<file path="config.mk">
export PLATFORM = sky130hd
export DESIGN_NAME = vga_timing_ctrl_flat
export DESIGN_NICKNAME = d
export VERILOG_FILES = /design/src/rtl/vga_timing_ctrl_if.sv /design/src/rtl/vga_timing_ctrl.sv /design/src/flat_wrapper.sv
export SDC_FILE = /design/constraint.sdc
export NUM_CORES = 1
export LEC_CHECK = 0
export CAP_MARGIN = 30
export CORE_ASPECT_RATIO = 0.8
export CORE_MARGIN = 4
export CORE_UTILIZATION = 55
export DETAILED_ROUTE_END_ITERATION = 12
export PLACE_DENSITY_LB_ADDON = 0.1
export RECOVER_POWER = 25
export SLEW_MARGIN = 20
export SYNTH_ARGS = -nofsm -noshare
export SYNTH_HDL_FRONTEND = slang
export SYNTH_SLANG_ARGS = --single-unit
</file>
<file path="constraint.sdc">
create_clock -name clk -period 2.7 [get_ports clk]
set_input_delay 0.54 -clock clk [delete_from_list [all_inputs] [get_ports clk]]
set_output_delay 0.54 -clock clk [all_outputs]
set_load 0.005 [all_outputs]
</file>
<file path="src/rtl/vga_timing_ctrl_if.sv">
// Raster timing bundle between the VGA timing controller and its consumers.
interface vga_timing_ctrl_if;
    localparam int unsigned CW = 10;

    logic          en;
    logic          pix_tick;
    logic          hsync;
    logic          vsync;
    logic          video_on;
    logic [CW-1:0] x;
    logic [CW-1:0] y;
    logic          line_start;
    logic          frame_start;
    logic          busy;

    // Timing generator: takes the run request, drives the raster.
    modport master (
        input  en,
        output pix_tick, hsync, vsync, video_on, x, y,
        output line_start, frame_start, busy
    );

    // Host / pixel-colour side: requests running, consumes the raster.
    modport slave (
        output en,
        input  pix_tick, hsync, vsync, video_on, x, y,
        input  line_start, frame_start, busy
    );
endinterface

</file>
<file path="src/rtl/vga_timing_ctrl.sv">
// VGA raster sequencer: pixel strobe every DIV clocks, h/v counters, sync and
// active-video decode, with start/stop that only ever stops on a frame boundary.
module vga_timing_ctrl #(
    parameter int unsigned DIV      = 4,
    parameter int unsigned H_ACTIVE = 640,
    parameter int unsigned H_FP     = 16,
    parameter int unsigned H_SYNC   = 96,
    parameter int unsigned H_BP     = 48,
    parameter int unsigned V_ACTIVE = 480,
    parameter int unsigned V_FP     = 10,
    parameter int unsigned V_SYNC   = 2,
    parameter int unsigned V_BP     = 33,
    parameter int unsigned SYNC_POL = 0
) (
    input  logic               clk,
    input  logic               rst,
    vga_timing_ctrl_if.master  vga
);
    localparam int unsigned DW      = 4;
    localparam int unsigned CW      = 10;
    localparam int unsigned H_TOTAL = H_ACTIVE + H_FP + H_SYNC + H_BP;
    localparam int unsigned V_TOTAL = V_ACTIVE + V_FP + V_SYNC + V_BP;

    localparam logic [DW-1:0] DIV_LAST = DW'(DIV - 1);
    localparam logic [CW-1:0] H_LAST   = CW'(H_TOTAL - 1);
    localparam logic [CW-1:0] V_LAST   = CW'(V_TOTAL - 1);
    localparam logic [CW-1:0] H_ACT    = CW'(H_ACTIVE);
    localparam logic [CW-1:0] V_ACT    = CW'(V_ACTIVE);
    localparam logic [CW-1:0] HS_BEG   = CW'(H_ACTIVE + H_FP);
    localparam logic [CW-1:0] HS_END   = CW'(H_ACTIVE + H_FP + H_SYNC - 1);
    localparam logic [CW-1:0] VS_BEG   = CW'(V_ACTIVE + V_FP);
    localparam logic [CW-1:0] VS_END   = CW'(V_ACTIVE + V_FP + V_SYNC - 1);
    localparam logic          SYNC_ACT = 1'(SYNC_POL);

    typedef enum logic [1:0] {
        S_IDLE      = 2'd0,
        S_RUN       = 2'd1,
        S_STOP_PEND = 2'd2
    } state_t;

    state_t        state_q, state_d;
    logic [DW-1:0] div_q, div_d;
    logic [CW-1:0] h_q, h_d;
    logic [CW-1:0] v_q, v_d;

    logic          tick_c;
    logic          frame_end_c;
    logic          run_c;
    logic          pix_tick_c;
    logic          video_on_c;
    logic          hsync_c;
    logic          vsync_c;
    logic          line_start_c;
    logic          frame_start_c;

    // State register.
    always_ff @(posedge clk) begin
        if (rst) begin
            state_q <= S_IDLE;
        end else begin
            state_q <= state_d;
        end
    end

    // Next state, next counter values and the decode of those next values.
    always_comb begin
        state_d       = state_q;
        div_d         = '0;
        h_d           = '0;
        v_d           = '0;
        tick_c        = (state_q != S_IDLE) && (div_q == DIV_LAST);
        frame_end_c   = tick_c && (h_q == H_LAST) && (v_q == V_LAST);

        unique case (state_q)
            S_IDLE:      if (vga.en) state_d = S_RUN;
            S_RUN:       if (!vga.en) state_d = S_STOP_PEND;
            S_STOP_PEND: begin
                if (vga.en) begin
                    state_d = S_RUN;
                end else if (frame_end_c) begin
                    state_d = S_IDLE;
                end
            end
            default:     state_d = S_IDLE;
        endcase

        // Counters advance only while running; entering or leaving IDLE zeroes them.
        if ((state_q != S_IDLE) && (state_d != S_IDLE)) begin
            div_d = tick_c ? '0 : div_q + 1'b1;
            h_d   = h_q;
            v_d   = v_q;
            if (tick_c) begin
                if (h_q == H_LAST) begin
                    h_d = '0;
                    v_d = (v_q == V_LAST) ? '0 : v_q + 1'b1;
                end else begin
                    h_d = h_q + 1'b1;
                end
            end
        end

        run_c         = (state_d != S_IDLE);
        pix_tick_c    = run_c && (div_d == DIV_LAST);
        video_on_c    = run_c && (h_d < H_ACT) && (v_d < V_ACT);
        hsync_c       = (run_c && (h_d >= HS_BEG) && (h_d <= HS_END)) ? SYNC_ACT : ~SYNC_ACT;
        vsync_c       = (run_c && (v_d >= VS_BEG) && (v_d <= VS_END)) ? SYNC_ACT : ~SYNC_ACT;
        line_start_c  = run_c && (h_d == '0) && ((state_q == S_IDLE) || tick_c);
        frame_start_c = line_start_c && (v_d == '0);
    end

    // Counters and registered raster outputs.
    always_ff @(posedge clk) begin
        if (rst) begin
            div_q           <= '0;
            h_q             <= '0;
            v_q             <= '0;
            vga.pix_tick    <= 1'b0;
            vga.hsync       <= ~SYNC_ACT;
            vga.vsync       <= ~SYNC_ACT;
            vga.video_on    <= 1'b0;
            vga.x           <= '0;
            vga.y           <= '0;
            vga.line_start  <= 1'b0;
            vga.frame_start <= 1'b0;
            vga.busy        <= 1'b0;
        end else begin
            div_q           <= div_d;
            h_q             <= h_d;
            v_q             <= v_d;
            vga.pix_tick    <= pix_tick_c;
            vga.hsync       <= hsync_c;
            vga.vsync       <= vsync_c;
            vga.video_on    <= video_on_c;
            vga.x           <= video_on_c ? h_d : '0;
            vga.y           <= video_on_c ? v_d : '0;
            vga.line_start  <= line_start_c;
            vga.frame_start <= frame_start_c;
            vga.busy        <= run_c;
        end
    end
endmodule

</file>
<file path="src/flat_wrapper.sv">
// flat-port wrapper written by rule: the top's interface ports become plain ports
module vga_timing_ctrl_flat 
#(
    parameter int unsigned DIV      = 4,
    parameter int unsigned H_ACTIVE = 640,
    parameter int unsigned H_FP     = 16,
    parameter int unsigned H_SYNC   = 96,
    parameter int unsigned H_BP     = 48,
    parameter int unsigned V_ACTIVE = 480,
    parameter int unsigned V_FP     = 10,
    parameter int unsigned V_SYNC   = 2,
    parameter int unsigned V_BP     = 33,
    parameter int unsigned SYNC_POL = 0
)
  (clk, rst, vga_en, vga_pix_tick, vga_hsync, vga_vsync, vga_video_on, vga_x, vga_y, vga_line_start, vga_frame_start, vga_busy);
  vga_timing_ctrl_if vga_i ();
  input  logic clk;
  input  logic rst;
  input wire logic [$bits(vga_i.en)-1:0] vga_en;
  output wire logic [$bits(vga_i.pix_tick)-1:0] vga_pix_tick;
  output wire logic [$bits(vga_i.hsync)-1:0] vga_hsync;
  output wire logic [$bits(vga_i.vsync)-1:0] vga_vsync;
  output wire logic [$bits(vga_i.video_on)-1:0] vga_video_on;
  output wire logic [$bits(vga_i.x)-1:0] vga_x;
  output wire logic [$bits(vga_i.y)-1:0] vga_y;
  output wire logic [$bits(vga_i.line_start)-1:0] vga_line_start;
  output wire logic [$bits(vga_i.frame_start)-1:0] vga_frame_start;
  output wire logic [$bits(vga_i.busy)-1:0] vga_busy;
  assign vga_i.en = vga_en;
  assign vga_pix_tick = vga_i.pix_tick;
  assign vga_hsync = vga_i.hsync;
  assign vga_vsync = vga_i.vsync;
  assign vga_video_on = vga_i.video_on;
  assign vga_x = vga_i.x;
  assign vga_y = vga_i.y;
  assign vga_line_start = vga_i.line_start;
  assign vga_frame_start = vga_i.frame_start;
  assign vga_busy = vga_i.busy;
  vga_timing_ctrl #(.DIV(DIV), .H_ACTIVE(H_ACTIVE), .H_FP(H_FP), .H_SYNC(H_SYNC), .H_BP(H_BP), .V_ACTIVE(V_ACTIVE), .V_FP(V_FP), .V_SYNC(V_SYNC), .V_BP(V_BP), .SYNC_POL(SYNC_POL)) u_core (.clk(clk), .rst(rst), .vga(vga_i));
endmodule
</file>
* Yosys cells after proc, flatten, opt, wreduce, memory -nomap -nowiden
Index checks and enable logic that the tools add are counted.
Operators by class: reduce and logical (&&, ||, !) cells 21, magnitude comparators 6, bitwise logic cells 1, equality and inequality tests 6, mux-type cells 16, $add $sub $neg 3
Operators by type and width (number):
- two-way mux 10 bit | 7
- adder 10 x 1 -> 10 bit (second input constant) | 2
- equality test 10 bit (second input constant) | 2
- logical NOT 10 bit | 2
- logical AND 1 bit | 14
- >= comparator 10 bit (second input constant) | 1
- >= comparator 10 x 9 -> 1 bit (second input constant) | 1
- less-or-equal comparator 10 bit (second input constant) | 1
- less-or-equal comparator 10 x 9 -> 1 bit (second input constant) | 1
- less-than comparator 10 bit (second input constant) | 1
- less-than comparator 10 x 9 -> 1 bit (second input constant) | 1
- equality test 4 x 2 -> 1 bit (second input constant) | 2
- two-way mux 2 bit | 4
- two-way mux 4 bit | 2
- case mux 2 bit (3 select lines) | 1
- adder 4 x 1 -> 4 bit (second input constant) | 1
- nonzero test 2 bit | 2
- equality test 2 x 1 -> 1 bit (second input constant) | 1
- equality test 2 bit (second input constant) | 1
- logical NOT 2 bit | 1
- two-way mux 1 bit | 2
- OR reduction 2 bit | 1
- logical OR 1 bit | 1
- NOT 1 bit | 1
Word-level totals: register bits 53, output and inout bits 27, word-level logic and storage cells 66, bits of input ports 3

* Depth between registers and ports, before layout
depth after elaboration 15, depth in mapped cells 11

* Worst setup path before layout
No wires, ideal clock.
path type register to register, start point reg u_core.div_q[0], end point reg u_core.vga.x[1], path buffers 2, required time 2.577 ns, period minus slack after synthesis 2.101 ns, library setup time 0.123 ns, arrival time 1.978 ns, stages on the path, launching flop included 10, setup slack 0.599 ns, path through dfxtp_1 -> ha_1 -> nor3b_4 -> and3_4 -> buf_6 -> a31oi_1 -> or3b_1 -> o211ai_2 -> buf_4 -> nor3_2
On the way: cells in the longest elaborated chain, start to end 15
Ends and longest elaborated chain:
- from (decl) | RTL line vga_timing_ctrl.sv:42 | logic [DW-1:0] div_q, div_d;
- from (signal assigned) | RTL line vga_timing_ctrl.sv:127 | div_q <= div_d;
- equality test 4 x 2 -> 1 bit (*) | RTL line vga_timing_ctrl.sv:71 | tick_c = (state_q != S_IDLE) && (div_q == DIV_LAST);
- logical AND 1 bit (*) | RTL line vga_timing_ctrl.sv:71
- logical AND 1 bit (2 in series) | RTL line vga_timing_ctrl.sv:72 | frame_end_c = tick_c && (h_q == H_LAST) && (v_q == V_LAST);
- two-way mux 2 bit | RTL line vga_timing_ctrl.sv:80 | end else if (frame_end_c) begin
- two-way mux 2 bit | RTL line vga_timing_ctrl.sv:78 | if (vga.en) begin
- case mux 2 bit (3 select lines) | RTL line vga_timing_ctrl.sv:74 | unique case (state_q)
- nonzero test 2 bit | RTL line vga_timing_ctrl.sv:88, vga_timing_ctrl.sv:102
- logical AND 1 bit | RTL line vga_timing_ctrl.sv:88 | if ((state_q != S_IDLE) && (state_d != S_IDLE)) begin
- two-way mux 10 bit | RTL line vga_timing_ctrl.sv:88
- less-than comparator 10 bit | RTL line vga_timing_ctrl.sv:104 | video_on_c = run_c && (h_d < H_ACT) && (v_d < V_ACT);
- logical AND 1 bit (2 in series) | RTL line vga_timing_ctrl.sv:104
- NOT 1 bit (no line)
- OR reduction 2 bit (no line)
- to (signal assigned) | RTL line vga_timing_ctrl.sv:134 | vga.x <= video_on_c ? h_d : '0;
- to (decl) | RTL line vga_timing_ctrl_if.sv:19 | output pix_tick, hsync, vsync, video_on, x, y,
Mark *: on every way between the ends. The rest lies on a longest branch, timed or not. A chain may end at the register's enable or synchronous reset.

* Worst setup path in the final report
start point reg u_core.h_q[0], end point reg u_core.vga.video_on
On the way: cells in the longest elaborated chain, start to end 12
Ends and longest elaborated chain:
- from (decl) | RTL line vga_timing_ctrl.sv:43 | logic [CW-1:0] h_q, h_d;
- from (signal assigned) | RTL line vga_timing_ctrl.sv:115 | h_q <= '0;
- from (signal assigned) | RTL line vga_timing_ctrl.sv:128 | h_q <= h_d;
- equality test 10 bit | RTL line vga_timing_ctrl.sv:72, vga_timing_ctrl.sv:93
- logical AND 1 bit (2 in series) | RTL line vga_timing_ctrl.sv:72
- two-way mux 2 bit | RTL line vga_timing_ctrl.sv:80
- two-way mux 2 bit | RTL line vga_timing_ctrl.sv:78
- case mux 2 bit (3 select lines) | RTL line vga_timing_ctrl.sv:74
- nonzero test 2 bit | RTL line vga_timing_ctrl.sv:88, vga_timing_ctrl.sv:102
- logical AND 1 bit | RTL line vga_timing_ctrl.sv:88
- two-way mux 10 bit | RTL line vga_timing_ctrl.sv:88
- less-than comparator 10 bit | RTL line vga_timing_ctrl.sv:104
- logical AND 1 bit | RTL line vga_timing_ctrl.sv:104
- logical AND 1 bit (*) | RTL line vga_timing_ctrl.sv:104
- to (signal assigned) | RTL line vga_timing_ctrl.sv:133 | vga.video_on <= video_on_c;
- to (decl) | RTL line vga_timing_ctrl_if.sv:19
Marks and branches as above.

==> flow_summary.json <==
{
  "critPathKind": "reg -> reg",
  "drt_iter0_drc": 179,
  "cp-start-kind": "flop",
  "path_cells": "ha_1, and3_2, and3_4, and3_1, mux2i_2, nand3_1, o211ai_2, buf_12, nor2_1",
  "cts.sinks": 53,
  "clock_path_buffers": 2,
  "regArea_um2": 1060,
  "cts_buffers": 5,
  "seq_power_share": 0.623,
  "grt_max_degree": 21,
  "synth_compound_area_frac": 0.0871,
  "diodes": 0,
  "worstHoldEndpoint": "u_core.div_q[0]$_SDFF_PP0_",
  "rsz0062_at_grt": "no",
  "synth.top_cells.by_count": "53 x dfxtp_1, 25 x nor2_1, 21 x nand2_1",
  "powerDensity_nw_per_um2": 418,
  "dieArea_um2": 5900,
  "cp.required_ns": 2.89,
  "drc": 0,
  "insertion_delay_ns": 0.30,
  "wl_met3_um": 330,
  "ys_ff_latch": 53,
  "worst-endpoint-arrival_ns": 2.69,
  "synth_fp_nets": 282,
  "grt_pass1_vias": 1887,
  "fill_cells": 394,
  "synthMuxAreaShare": 0.00385,
  "portBuffers": 29,
  "reg2reg_depth": 9,
  "synth_top_area_frac": 0.408,
  "setup_violations": 0,
  "path_max_fanout": 20,
  "multi_input_area_um2": 1410,
  "cpPeakStageDelay_ns": 0.46,
  "yosys.area_share.simple": 0.356,
  "cts.reportedPaths.clkPinSlew_ns": 0.08,
  "switching_share": 0.220,
  "routabilityCongestion": 0.889,
  "synth.distinct_cells": 63,
  "grt.total_usage": 0.192,
  "hp-class": "reg -> reg",
  "synth_top_family_by_area": "simple AND/OR/NAND/NOR gates",
  "core_um2": 4570,
  "overflow": 0,
  "fin_crit_sh": 0.927,
  "min-delay-start": "u_core.div_q[0]$_SDFF_PP0_",
  "whs_path_depth": 1,
  "io_pins": 30,
  "syn2layout_area_growth_pct": 16.9,
  "synth-adder-area-share": 0.0192,
  "worstMarginPinSlew_ns": 0.617,
  "clkPwrFrac": 0.315,
  "fin_crit_ns": 2.50,
  "yosysSeqAreaShare": 0.408,
  "final_max_slew_viol_count": 0,
  "rrSetupSlack_ns": 0.20,
  "reg2reg_to": "u_core.vga.video_on$_SDFF_PP0_",
  "cp-end-kind": "flop",
  "finish.utilization": 0.665,
  "root_buffer": "clkbuf_8",
  "layout.nets": 315,
  "wl_met1_mm": 2.90,
  "synth_area_per_cell_um2": 9.46,
  "fin_tns_setup_ns": 0,
  "synth-xor-area-share": 0.0736,
  "viasPerCell": 5.69,
  "cap_viol_max_count": 0,
  "dr_wl_met2_mm": 2.29,
  "status": "finished clean",
  "finalHoldViolations": 0,
  "rr_startpoint": "u_core.h_q[0]$_SDFF_PP0_",
  "synth_async_sr_flop_share": 0,
  "grt_pass1_wl_mm": 9.25,
  "fin_skew_ns": 0.00713,
  "synth_area_um2": 2600,
  "switchingPower_uw": 280,
  "die_h_um": 69.5,
  "ys_warn_count": 0,
  "wirelength_mm": 5.62,
  "yosysMostFrequentCell": "dfxtp_1",
  "first_pass_iters": 4,
  "routedWlPerCell_um": 15.3,
  "synth_ff_type": "dfxtp_1",
  "htreeDepth": 2,
  "routed.top_layer": "met4",
  "crit_buf_inv": 1,
  "relSlewSlack": 0.586,
  "power_leakage_uw": 0.00118,
  "layout-drive-gt1-share": 0.173,
  "ir_drop_uv": 237,
  "die_w_um": 84.9,
  "comb_power_share": 0.062,
  "path_delay_family": "simple AND/OR/NAND/NOR gates",
  "hpwl_mm": 4.14,
  "ant_nets": 0,
  "synth_cells": 275,
  "num_rows": 22,
  "synth-edff-count": 0,
  "vias": 2087,
  "yosys.area.top_type": "dfxtp_1",
  "cpMaxStageDelayCell": "dfxtp_1",
  "tritoncts": "done",
  "antenna_found_initial": 0,
  "synth.area.top_cells": "dfxtp_1 41%, nor3_2 4.6%, xnor2_1 3.7%",
  "internal_power_uw": 990,
  "max_freq_ghz": 0.399,
  "start_util": 0.569
}
power by group through the flow:
| stage | Clock, uW | Sequential [uW] | Combinational, uW |
|---|---|---|---|
| 6_report | 400 | 791 | 78.9 |
| 5_1_grt | 433 | 792 | 85.8 |
| 4_1_cts | 414 | 791 | 80.3 |
| 3_5_place_dp | 0 | 810 | 79.9 |
| 3_3_place_gp | 0 | 810 | 79.8 |
| 2_1_floorplan | 0 | 811 | 47.7 |
metrics by stage:
step,instances,power [uW],setup slack (ns),area [um^2],hold slack (ns)
floorplan,275,858,0.599,2600,0.436
CTS,365,1290,0.172,3030,0.484
finish,367,1270,0.196,3040,0.489
global route,367,1310,0.0296,3040,0.520
detailed placement,359,890,0.254,2950,0.469
global placement,359,890,0.252,2950,0.461
per-layer routing:
| layer | up-vias | GRT usage |
|---|---|---|
| met5 | - | 0 |
| met4 | 0 | 0.0580 |
| li1 | 1033 | - |
| met2 | 70 | 0.255 |
| met1 | 976 | 0.305 |
| met3 | 8 | 0.0404 |
worst register-to-register path, delay by kind of cell (launching register included):
family	cells	cell delay [ns]
compound gates	1	0.22
simple gates	5	1.02
buf+inv	1	0.20
fa+ha+maj	1	0.25
flops	1	0.46
mux	1	0.26
cells in the final DEF (no fill, tap or decap), types with 3 or more instances in the layout:
master	n
ha_1	4
nor2b_1	8
nand4_1	8
and4_1	3
nor2_1	25
xor2_1	9
o21ai_0	3
inv_1	7
a21oi_1	3
and2_1	3
dfxtp_1	53
nor3_2	12
a31oi_1	3
nand3_1	14
and3_1	13
nor3_1	10
buf_4	10
clkbuf_8	5
nand2_1	21
clkdlybuf4s50_1	11
nor4_2	5
xnor2_1	11
dlygate4sd3_1	18
what timing repair did:
action                     CTS  global route
setup buffers                0             2
setup endpoints to repair    0            19
gates resized for setup      0             1
hold buffers                 0             0
cell type report:
cell class / count / area share
Clock buffer: 5 / 0.0226
Clock inverter: 1 / 0.00165
Timing Repair Buffer: 41 / 0.128
Tap cell: 60 / 0.0247
Multi-Input combinational cell: 199 / 0.464
Sequential cell: 53 / 0.349
Inverter: 8 / 0.00988
flip-flops by register name, summed over array words and instances (netlist names), 2 cells and up:
name / flops
u_core.div_q: 4
u_core.h_q: 10
u_core.state_q: 2
u_core.vga.x: 10
u_core.v_q: 10
u_core.vga.y: 10
how the worst max path moves through the flow:
stage / end / cells past startpoint / start
CTS: u_core.vga.video_on$_SDFF_PP0_ / 9 / u_core.h_q[0]$_SDFF_PP0_
detailed placement: u_core.vga.x[7]$_SDFF_PP0_ / 9 / u_core.div_q[0]$_SDFF_PP0_
floorplan: u_core.vga.x[1]$_SDFF_PP0_ / 9 / u_core.div_q[0]$_SDFF_PP0_
global route: u_core.vga.frame_start$_SDFF_PP0_ / 10 / u_core.div_q[0]$_SDFF_PP0_
global placement: u_core.vga.x[7]$_SDFF_PP0_ / 9 / u_core.div_q[0]$_SDFF_PP0_
finish: u_core.vga.video_on$_SDFF_PP0_ / 9 / u_core.h_q[0]$_SDFF_PP0_
logic make-up after synthesis:
family,after synthesis
compound gates,28
simple gates,144
xor+xnor,21
buf+inv,23
other cells,1
fa+ha+maj,4
mux,1
flops,53
Power figures use the tool's default switching activity.
